$ cat config.mk
export PLATFORM = sky130hd
export DESIGN_NAME = dm_arbiter_flat
export DESIGN_NICKNAME = d
export VERILOG_FILES = /design/src/rtl/dm_arbiter_if.sv /design/src/rtl/dm_arbiter.sv /design/src/flat_wrapper.sv
export SDC_FILE = /design/constraint.sdc
export NUM_CORES = 1
export LEC_CHECK = 0
export CAP_MARGIN = 20
export CORE_AREA = 2 2 83 85
export CTS_CLUSTER_SIZE = 12
export DETAILED_ROUTE_END_ITERATION = 10
export DIE_AREA = 0 0 85 87
export DONT_BUFFER_PORTS = 1
export GPL_TIMING_DRIVEN = 0
export PLACE_DENSITY = 0.34
export SLEW_MARGIN = 30
export SYNTH_ARGS = -nofsm -noshare
export SYNTH_HDL_FRONTEND = slang
export SYNTH_SLANG_ARGS = --single-unit
$ cat constraint.sdc
create_clock -name clk -period 1.9 [get_ports clk]
set_clock_uncertainty 0.1 [all_clocks]
set_input_delay 0.19 -clock clk [delete_from_list [all_inputs] [get_ports clk]]
set_output_delay 0.19 -clock clk [all_outputs]
set_load 0.1 [all_outputs]
$ cat src/rtl/dm_arbiter_if.sv
// Data-memory sharing bundle: CPU port 0, DMA/debug port 1,
// the DM control/data lines and the shared read-return path.
interface dm_arbiter_if #(
    parameter int DATA_W = 32,
    parameter int ADDR_W = 14
);
    logic              p0_req;
    logic              p0_we;
    logic [ADDR_W-1:0] p0_addr;
    logic [DATA_W-1:0] p0_wdata;
    logic              p0_gnt;
    logic              p0_rvalid;

    logic              p1_req;
    logic              p1_we;
    logic [ADDR_W-1:0] p1_addr;
    logic [DATA_W-1:0] p1_wdata;
    logic              p1_lock;
    logic              p1_gnt;
    logic              p1_rvalid;

    logic [DATA_W-1:0] rdata;

    logic              dm_read;
    logic              dm_write;
    logic [ADDR_W-1:0] dm_addr;
    logic [DATA_W-1:0] dm_in;
    logic [DATA_W-1:0] dm_out;

    modport slave (
        input  p0_req, p0_we, p0_addr, p0_wdata,
        input  p1_req, p1_we, p1_addr, p1_wdata, p1_lock,
        input  dm_out,
        output p0_gnt, p0_rvalid,
        output p1_gnt, p1_rvalid,
        output rdata,
        output dm_read, dm_write, dm_addr, dm_in
    );

    modport master (
        output p0_req, p0_we, p0_addr, p0_wdata,
        output p1_req, p1_we, p1_addr, p1_wdata, p1_lock,
        output dm_out,
        input  p0_gnt, p0_rvalid,
        input  p1_gnt, p1_rvalid,
        input  rdata,
        input  dm_read, dm_write, dm_addr, dm_in
    );
endinterface

$ cat src/rtl/dm_arbiter.sv
// Two-port data-memory arbiter with port-1 burst lock and lock timeout.
// Define DM_ARB_RR_EN for round-robin conflicts; default is port-0 fixed priority.
module dm_arbiter #(
    parameter int DATA_W   = 32,
    parameter int ADDR_W   = 14,
    parameter int MAX_LOCK = 16
) (
    input  logic         clk,
    input  logic         rst,
    dm_arbiter_if.slave  bus
);

    localparam int CNT_W = $clog2(MAX_LOCK + 1);
    localparam logic [CNT_W-1:0] LOCK_MAX = CNT_W'(MAX_LOCK);

    typedef enum logic [1:0] {
        IDLE  = 2'd0,
        LAST0 = 2'd1,
        LAST1 = 2'd2,
        LOCK1 = 2'd3
    } state_t;

    state_t            r_state;
    state_t            w_state_nxt;
    logic [CNT_W-1:0]  r_lock_cnt;
    logic [CNT_W-1:0]  w_lock_cnt_nxt;
    logic              r_p0_rvalid;
    logic              r_p1_rvalid;

    logic              w_p0_req;
    logic              w_p1_req;
    logic              w_gnt0;
    logic              w_gnt1;
    logic              w_timeout;
    logic              w_rr_p1;
    logic              w_rd0;
    logic              w_rd1;
    logic              w_wr0;
    logic              w_wr1;

    assign w_p0_req  = bus.p0_req;
    assign w_p1_req  = bus.p1_req;
    assign w_timeout = (r_lock_cnt == LOCK_MAX);

`ifdef DM_ARB_RR_EN
    // Port 1 wins a conflict only when port 0 owned the memory last.
    assign w_rr_p1 = (r_state == LAST0);
`else
    assign w_rr_p1 = 1'b0;
`endif

    // Grant selection; reset holds both grants low.
    always_comb begin
        w_gnt0 = 1'b0;
        w_gnt1 = 1'b0;
        if (!rst) begin
            if (r_state == LOCK1) begin
                if (w_timeout && w_p0_req) begin
                    w_gnt0 = 1'b1;
                end else if (w_p1_req) begin
                    w_gnt1 = 1'b1;
                end else begin
                    w_gnt0 = w_p0_req;
                end
            end else if (w_p0_req && w_p1_req) begin
                w_gnt0 = ~w_rr_p1;
                w_gnt1 = w_rr_p1;
            end else begin
                w_gnt0 = w_p0_req;
                w_gnt1 = w_p1_req;
            end
        end
    end

    // State tracks the last owner; LOCK1 also counts locked beats.
    always_comb begin
        w_state_nxt    = r_state;
        w_lock_cnt_nxt = r_lock_cnt;
        unique case (1'b1)
            w_gnt0: begin
                w_state_nxt    = LAST0;
                w_lock_cnt_nxt = '0;
            end
            w_gnt1: begin
                if (bus.p1_lock) begin
                    w_state_nxt = LOCK1;
                    if (r_state != LOCK1) begin
                        w_lock_cnt_nxt = CNT_W'(1);
                    end else if (!w_timeout) begin
                        w_lock_cnt_nxt = r_lock_cnt + 1'b1;
                    end
                end else begin
                    w_state_nxt    = LAST1;
                    w_lock_cnt_nxt = '0;
                end
            end
            default: begin
                if (r_state == LOCK1) begin
                    w_state_nxt    = LAST1;
                    w_lock_cnt_nxt = '0;
                end
            end
        endcase
    end

    always_ff @(posedge clk or posedge rst) begin
        if (rst) begin
            r_state    <= IDLE;
            r_lock_cnt <= '0;
        end else begin
            r_state    <= w_state_nxt;
            r_lock_cnt <= w_lock_cnt_nxt;
        end
    end

    assign w_rd0 = w_gnt0 & ~bus.p0_we;
    assign w_rd1 = w_gnt1 & ~bus.p1_we;
    assign w_wr0 = w_gnt0 &  bus.p0_we;
    assign w_wr1 = w_gnt1 &  bus.p1_we;

    // DM read data lands one cycle after the grant edge.
    always_ff @(posedge clk or posedge rst) begin
        if (rst) begin
            r_p0_rvalid <= 1'b0;
            r_p1_rvalid <= 1'b0;
        end else begin
            r_p0_rvalid <= w_rd0;
            r_p1_rvalid <= w_rd1;
        end
    end

    always_comb begin
        bus.dm_addr = '0;
        bus.dm_in   = '0;
        if (w_gnt0) begin
            bus.dm_addr = bus.p0_addr;
            bus.dm_in   = bus.p0_wdata;
        end else if (w_gnt1) begin
            bus.dm_addr = bus.p1_addr;
            bus.dm_in   = bus.p1_wdata;
        end
    end

    assign bus.dm_read   = w_rd0 | w_rd1;
    assign bus.dm_write  = w_wr0 | w_wr1;
    assign bus.p0_gnt    = w_gnt0;
    assign bus.p1_gnt    = w_gnt1;
    assign bus.p0_rvalid = r_p0_rvalid;
    assign bus.p1_rvalid = r_p1_rvalid;
    assign bus.rdata     = bus.dm_out;

endmodule

$ cat src/flat_wrapper.sv
// flat-port wrapper written by rule: the top's interface ports become plain ports
module dm_arbiter_flat 
#(
    parameter int DATA_W   = 32,
    parameter int ADDR_W   = 14,
    parameter int MAX_LOCK = 16
)
  (clk, rst, bus_p0_req, bus_p0_we, bus_p0_addr, bus_p0_wdata, bus_p1_req, bus_p1_we, bus_p1_addr, bus_p1_wdata, bus_p1_lock, bus_dm_out, bus_p0_gnt, bus_p0_rvalid, bus_p1_gnt, bus_p1_rvalid, bus_rdata, bus_dm_read, bus_dm_write, bus_dm_addr, bus_dm_in);
  dm_arbiter_if #(.DATA_W(DATA_W), .ADDR_W(ADDR_W)) bus_i ();
  input  logic clk;
  input  logic rst;
  input wire logic [$bits(bus_i.p0_req)-1:0] bus_p0_req;
  input wire logic [$bits(bus_i.p0_we)-1:0] bus_p0_we;
  input wire logic [$bits(bus_i.p0_addr)-1:0] bus_p0_addr;
  input wire logic [$bits(bus_i.p0_wdata)-1:0] bus_p0_wdata;
  input wire logic [$bits(bus_i.p1_req)-1:0] bus_p1_req;
  input wire logic [$bits(bus_i.p1_we)-1:0] bus_p1_we;
  input wire logic [$bits(bus_i.p1_addr)-1:0] bus_p1_addr;
  input wire logic [$bits(bus_i.p1_wdata)-1:0] bus_p1_wdata;
  input wire logic [$bits(bus_i.p1_lock)-1:0] bus_p1_lock;
  input wire logic [$bits(bus_i.dm_out)-1:0] bus_dm_out;
  output wire logic [$bits(bus_i.p0_gnt)-1:0] bus_p0_gnt;
  output wire logic [$bits(bus_i.p0_rvalid)-1:0] bus_p0_rvalid;
  output wire logic [$bits(bus_i.p1_gnt)-1:0] bus_p1_gnt;
  output wire logic [$bits(bus_i.p1_rvalid)-1:0] bus_p1_rvalid;
  output wire logic [$bits(bus_i.rdata)-1:0] bus_rdata;
  output wire logic [$bits(bus_i.dm_read)-1:0] bus_dm_read;
  output wire logic [$bits(bus_i.dm_write)-1:0] bus_dm_write;
  output wire logic [$bits(bus_i.dm_addr)-1:0] bus_dm_addr;
  output wire logic [$bits(bus_i.dm_in)-1:0] bus_dm_in;
  assign bus_i.p0_req = bus_p0_req;
  assign bus_i.p0_we = bus_p0_we;
  assign bus_i.p0_addr = bus_p0_addr;
  assign bus_i.p0_wdata = bus_p0_wdata;
  assign bus_i.p1_req = bus_p1_req;
  assign bus_i.p1_we = bus_p1_we;
  assign bus_i.p1_addr = bus_p1_addr;
  assign bus_i.p1_wdata = bus_p1_wdata;
  assign bus_i.p1_lock = bus_p1_lock;
  assign bus_i.dm_out = bus_dm_out;
  assign bus_p0_gnt = bus_i.p0_gnt;
  assign bus_p0_rvalid = bus_i.p0_rvalid;
  assign bus_p1_gnt = bus_i.p1_gnt;
  assign bus_p1_rvalid = bus_i.p1_rvalid;
  assign bus_rdata = bus_i.rdata;
  assign bus_dm_read = bus_i.dm_read;
  assign bus_dm_write = bus_i.dm_write;
  assign bus_dm_addr = bus_i.dm_addr;
  assign bus_dm_in = bus_i.dm_in;
  dm_arbiter #(.DATA_W(DATA_W), .ADDR_W(ADDR_W), .MAX_LOCK(MAX_LOCK)) u_core (.clk(clk), .rst(rst), .bus(bus_i));
endmodule
Yosys cells after proc, flatten, opt, wreduce, memory -nomap -nowiden
Index checks and enable logic that the tools add are counted.
{"block": "classes", "addsub": 1, "eq_ne": 4, "muxes": 22, "bitwise": 8, "reduce_logical": 4}
{"op": "$mux W32", "count": 2}
{"op": "$mux W14", "count": 2}
{"op": "$mux W5", "count": 4}
{"op": "$mux W1", "count": 11}
{"op": "$pmux W5 S2", "count": 1}
{"op": "$add A5 B1 Y5 const B", "count": 1}
{"op": "$eq A5 B5 Y1 const B", "count": 1}
{"op": "$and A1 B1 Y1", "count": 4}
{"op": "$ne A4 B4 Y1 const B", "count": 1}
{"op": "$pmux W2 S2", "count": 1}
{"op": "$reduce_bool A3 Y1", "count": 1}
{"op": "$eq A2 B2 Y1 const B", "count": 1}
{"op": "$logic_and A1 B1 Y1", "count": 2}
{"op": "$mux W2", "count": 1}
{"op": "$ne A2 B2 Y1 const B", "count": 1}
{"op": "$not A1 Y1", "count": 2}
{"op": "$or A1 B1 Y1", "count": 2}
{"op": "$reduce_and A2 Y1", "count": 1}
{"block": "word_totals", "reg_bits": 9, "in_bits": 131, "out_inout_bits": 84, "word_cells": 43}

Longest topological paths before layout
{"block": "logic_depth", "depth_word": 7, "mapped_depth": 7, "depth_no_buf": 6}

Least setup slack after synthesis
Ideal clock, no wire load.
{"block": "synth_path", "kind": "register to output", "start": "register u_core.r_lock_cnt[0]", "end": "output bus_dm_in[24]", "t_arrival_ns": 2.375, "required_ns": 1.610, "slack_ns": -0.765, "stages_incl_launch_ff": 7, "path_buffers": 1, "cell_sequence": "dfrtp_1 -> inv_1 -> ha_1 -> nand4bb_4 -> a311oi_4 -> buf_6 -> a22o_1"}
{"block": "synth_between", "word_cells_on_any_way": 10, "cone_classes": "eq/ne (1); mux (8); reduce/logical (1)"}
{"element": "from (decl)", "line": "dm_arbiter.sv:25", "source": "logic [CNT_W-1:0] r_lock_cnt;"}
{"element": "from (signal assigned)", "line": "dm_arbiter.sv:112", "source": "r_lock_cnt <= w_lock_cnt_nxt;"}
{"element": "$eq A5 B5 Y1", "line": "dm_arbiter.sv:43", "source": "assign w_timeout = (r_lock_cnt == LOCK_MAX);"}
{"element": "$logic_and A1 B1 Y1", "line": "dm_arbiter.sv:58", "source": "if (w_timeout && w_p0_req) begin"}
{"element": "$mux W1", "line": "dm_arbiter.sv:58"}
{"element": "$mux W1", "line": "dm_arbiter.sv:57", "source": "if (r_state == LOCK1) begin"}
{"element": "$mux W1", "line": "dm_arbiter.sv:56", "source": "if (!rst) begin"}
{"element": "named net bus_p0_gnt", "line": "flat_wrapper.sv:22", "source": "output wire logic [$bits(bus_i.p0_gnt)-1:0] bus_p0_gnt;"}
{"element": "$mux W32", "line": "dm_arbiter.sv:135", "source": "if (w_gnt0) begin"}
{"element": "to (decl)", "line": "flat_wrapper.sv:30", "source": "output wire logic [$bits(bus_i.dm_in)-1:0] bus_dm_in;"}
The timed path passes the listed nets, and every way through them passes these cells.

Final worst setup path
{"block": "layout_path", "start": "register u_core.r_lock_cnt[0]", "end": "output bus_dm_in[27]"}
Same word-level chain as after synthesis.

==> flow_summary_export.csv <==
group,metric,value,unit
outcome,status,"finished, violations left",
outcome,violations,"negative setup slack",
synthesis,yosysUniqueCellTypes,35,
drt,drc_errors,0,
clock_tree,cts_tree,"yes",
final_layout,diodes,0,
min_path,hold_class,"in -> reg",
final_layout,areaGrowthSynthToFinish,58.9,%
critical_path,cp-start-kind,"flip-flop",
synthesis,ys_seq_area_frac,0.169,
synthesis,synth_area_per_cell,9.06,um2
synthesis,synth-async-reset-ratio,1.00,
synthesis,synthesis.area,0.00133,mm2
clock_tree,numCtsBuffers,3,
placed_design,dp.cells,227,
drt,vias,1280,
drt,dr.pass1.iters,4,
global_routing,busiest_layer,"met2",
global_routing,antenna_found_initial,0,
clock_tree,clk_pin_slew,40,ps
clock_tree,clock_latency,230,ps
drt,vias_per_cell,5.29,
clock_tree,htree_levels,1,
clock_tree,cts.sink_count,9,
global_routing,first_global_vias,1348,
timing,rsz0062_at_grt,"true",
critical_path,worstSetupPathType,"reg -> out",
timing,fin_ws,-368,ps
timing,maxSlewViolCount,0,
floorplan,io_pins,215,
min_path,hold_depth,1,
placed_design,numPortBuffers,0,
critical_path,worstPathCellList,"inv_2, ha_4, nand4bb_4, a311oi_4, buf_12, buf_16, a22o_4",
critical_path,cp.arrival,1980,ps
timing,fin_crit,2270,ps
synthesis,synth_nets,280,
critical_path,cp_top_family,"compound AO/OA/AOI/OAI gates",
synthesis,synth_area_leaders,"a22o_1 (31%), buf_4 (18%), dfrtp_1 (17%), buf_6 (5.1%), nand4bb_4 (2.1%)",
final_layout,layout_common_cells,"a22o_4 (48), buf_4 (37), dfrtp_1 (9)",
synthesis,synth_top_cell_by_area,"a22o_1",
synthesis,yosysWarnings,0,
floorplan,rows,30,
drt,wl_per_cell,24.9,um
drt,drt-initial-drc-count,48,
critical_path,ff2ff_setup_slack,50,ps
floorplan,start_util,0.203,
critical_path,slowest_delay,390,ps
timing,tightest_slew,880,ps
synthesis,ys_ff_latch,9,
power,power_density,814,mW/mm2
drt,ant_nets,0,
synthesis,syn_inst,147,
final_layout,layout.nets,296,
final_layout,final_common_cell,"a22o_4",
synthesis,synth_edf_count,0,
drt,wl,6.02,mm
critical_path,crit_buf_inv,3,
timing,hold_viol,0,
critical_path,critPathSlowestCell,"dfrtp_1",
timing,setup-violations-final,50,
run,drv_cap,0,
final_layout,final_layout_size_suffix_gt1_frac,0.722,
floorplan,core_area,0.00657,mm2
critical_path,critPathLaunch,"u_core.r_lock_cnt[0]$_DFFE_PP0P_",
critical_path,r2r-end,"u_core.r_lock_cnt[1]$_DFFE_PP0P_",
synthesis,synth_flop_cell,"dfrtp_1",
global_routing,grt_pass1_wl,8.18,mm
critical_path,endpoint_kind,"output pin",
global_routing,met2_usage,0.252,
power,leakagePower,0.996,nW
global_routing,grt_max_degree,11,
critical_path,cp_max_fo,8,
critical_path,rr_startpoint,"u_core.r_lock_cnt[0]$_DFFE_PP0P_",
timing,period_share,1.19,
critical_path,cp.depth,7,
critical_path,worst_r2r_path_depth,7,
power,p_total,0.00172,W
global_routing,grt_use_total,0.143,
floorplan,die-area,0.00740,mm2
min_path,hp-start,"bus_p1_lock",
global_routing,grt_util_met1,0.178,
synthesis,synth.top_cell.area_share,0.309,
placed_design,routabilityCongestion,0.766,
clock_tree,ctsLongestPathBuffers,2,
global_routing,grt-ovfl-total,0,
timing,slew_headroom,0.414,
timing,max_freq,441,MHz
floorplan,die_h,87,um
clock_tree,root_buffer,"clkbuf_8",
floorplan,die_w,85,um
global_routing,grtUsageMet3,0.0370,
power,vdd_drop_max,0.362,mV
critical_path,crit_end,"bus_dm_in[27]",
final_layout,fin_cells,242,
critical_path,worstPathRequired,1610,ps
placed_design,hpwl,5.22,mm
registers in the layout (all words and copies together), names as in the netlist:
register / cells
u_core.bus.p0_rvalid: 1
u_core.r_state: 2
u_core.r_lock_cnt: 5
u_core.bus.p1_rvalid: 1
how the worst min path moves through the flow:
stage,endpoint
after floorplan,u_core.bus.p0_rvalid$_DFF_PP0_
after global placement,u_core.r_lock_cnt[4]$_DFFE_PP0P_
after detailed placement,u_core.r_lock_cnt[0]$_DFFE_PP0P_
after CTS,u_core.r_state[0]$_DFFE_PP0P_
after global routing,u_core.r_lock_cnt[0]$_DFFE_PP0P_
final,u_core.r_lock_cnt[0]$_DFFE_PP0P_
routing by layer:
layer	wire [um]	share of wire
met1	2220	0.37
met2	3320	0.55
met3	441	0.073
met4	36	0.0060
met5	0	0
cell usage after synthesis (2+ instances only):
| master | n |
|---|---|
| buf_4 | 32 |
| nand3b_1 | 2 |
| nor2_1 | 2 |
| inv_1 | 6 |
| o21ai_0 | 3 |
| a22o_2 | 2 |
| nor4_1 | 2 |
| ha_1 | 2 |
| and2_1 | 3 |
| buf_2 | 5 |
| a22o_1 | 47 |
| nand3_1 | 2 |
| nand2_1 | 4 |
| dfrtp_1 | 9 |
| buf_6 | 6 |
kinds of logic after synthesis:
family,after synthesis,synth area share
compound gates,66,0.437
xor+xnor,1,0.00658
fa+ha+maj,2,0.0188
buf+inv,50,0.271
flops,9,0.169
simple gates,19,0.0977
area by class of cell:
| cell class | instances | area [um2] |
|---|---|---|
| fill | 640 | 4450 |
| multi-input combinational | 88 | 1190 |
| buffer | 44 | 392 |
| sequential | 9 | 225 |
| timing repair buffer | 11 | 144 |
| tap | 80 | 100 |
| clock buffer | 4 | 45.0 |
| inverter | 6 | 22.5 |
worst register-to-register path: cells and delay by family (launching register included):
| kind | cells | cell delay (ps) |
|---|---|---|
| AOI/OAI and AO/OA | 1 | 100 |
| adders and majority gates | 1 | 140 |
| buffers and inverters | 2 | 240 |
| DFF | 1 | 390 |
| and+or+nand+nor | 3 | 750 |
where the power goes:
group | switching (W) | internal [W]
registers | 0.0000194 | 0.000203
logic | 0.00100 | 0.000282
clock network | 0.0000717 | 0.000146
total | 0.00109 | 0.000630
metrics by stage:
stage                     setup slack, ps  setup TNS [ps]  hold slack, ps   util  area (um2)
after CTS                            -418          -18770            7.53  0.318        2090
after floorplan                      -236           -8650           -57.5      -        1760
after global placement               -517          -22820            5.83  0.284        1860
final                                -368          -16220            38.8  0.322        2120
after global routing                 -445          -20470            33.8  0.322        2120
after detailed placement             -513          -22620           -3.97  0.284        1860
repair_timing:
action / 4_1_cts / 5_1_grt
pin swaps: 6 / 10
gates resized for setup: 13 / 6
cloned: 2 / 0
buffers inserted: 6 / 1
hold buffers: 1 / 1
endpoints found under the hold margin: 9 / 1
setup endpoints to repair: 53 / 54
No activity file was read; power rests on OpenSTA's default activity.
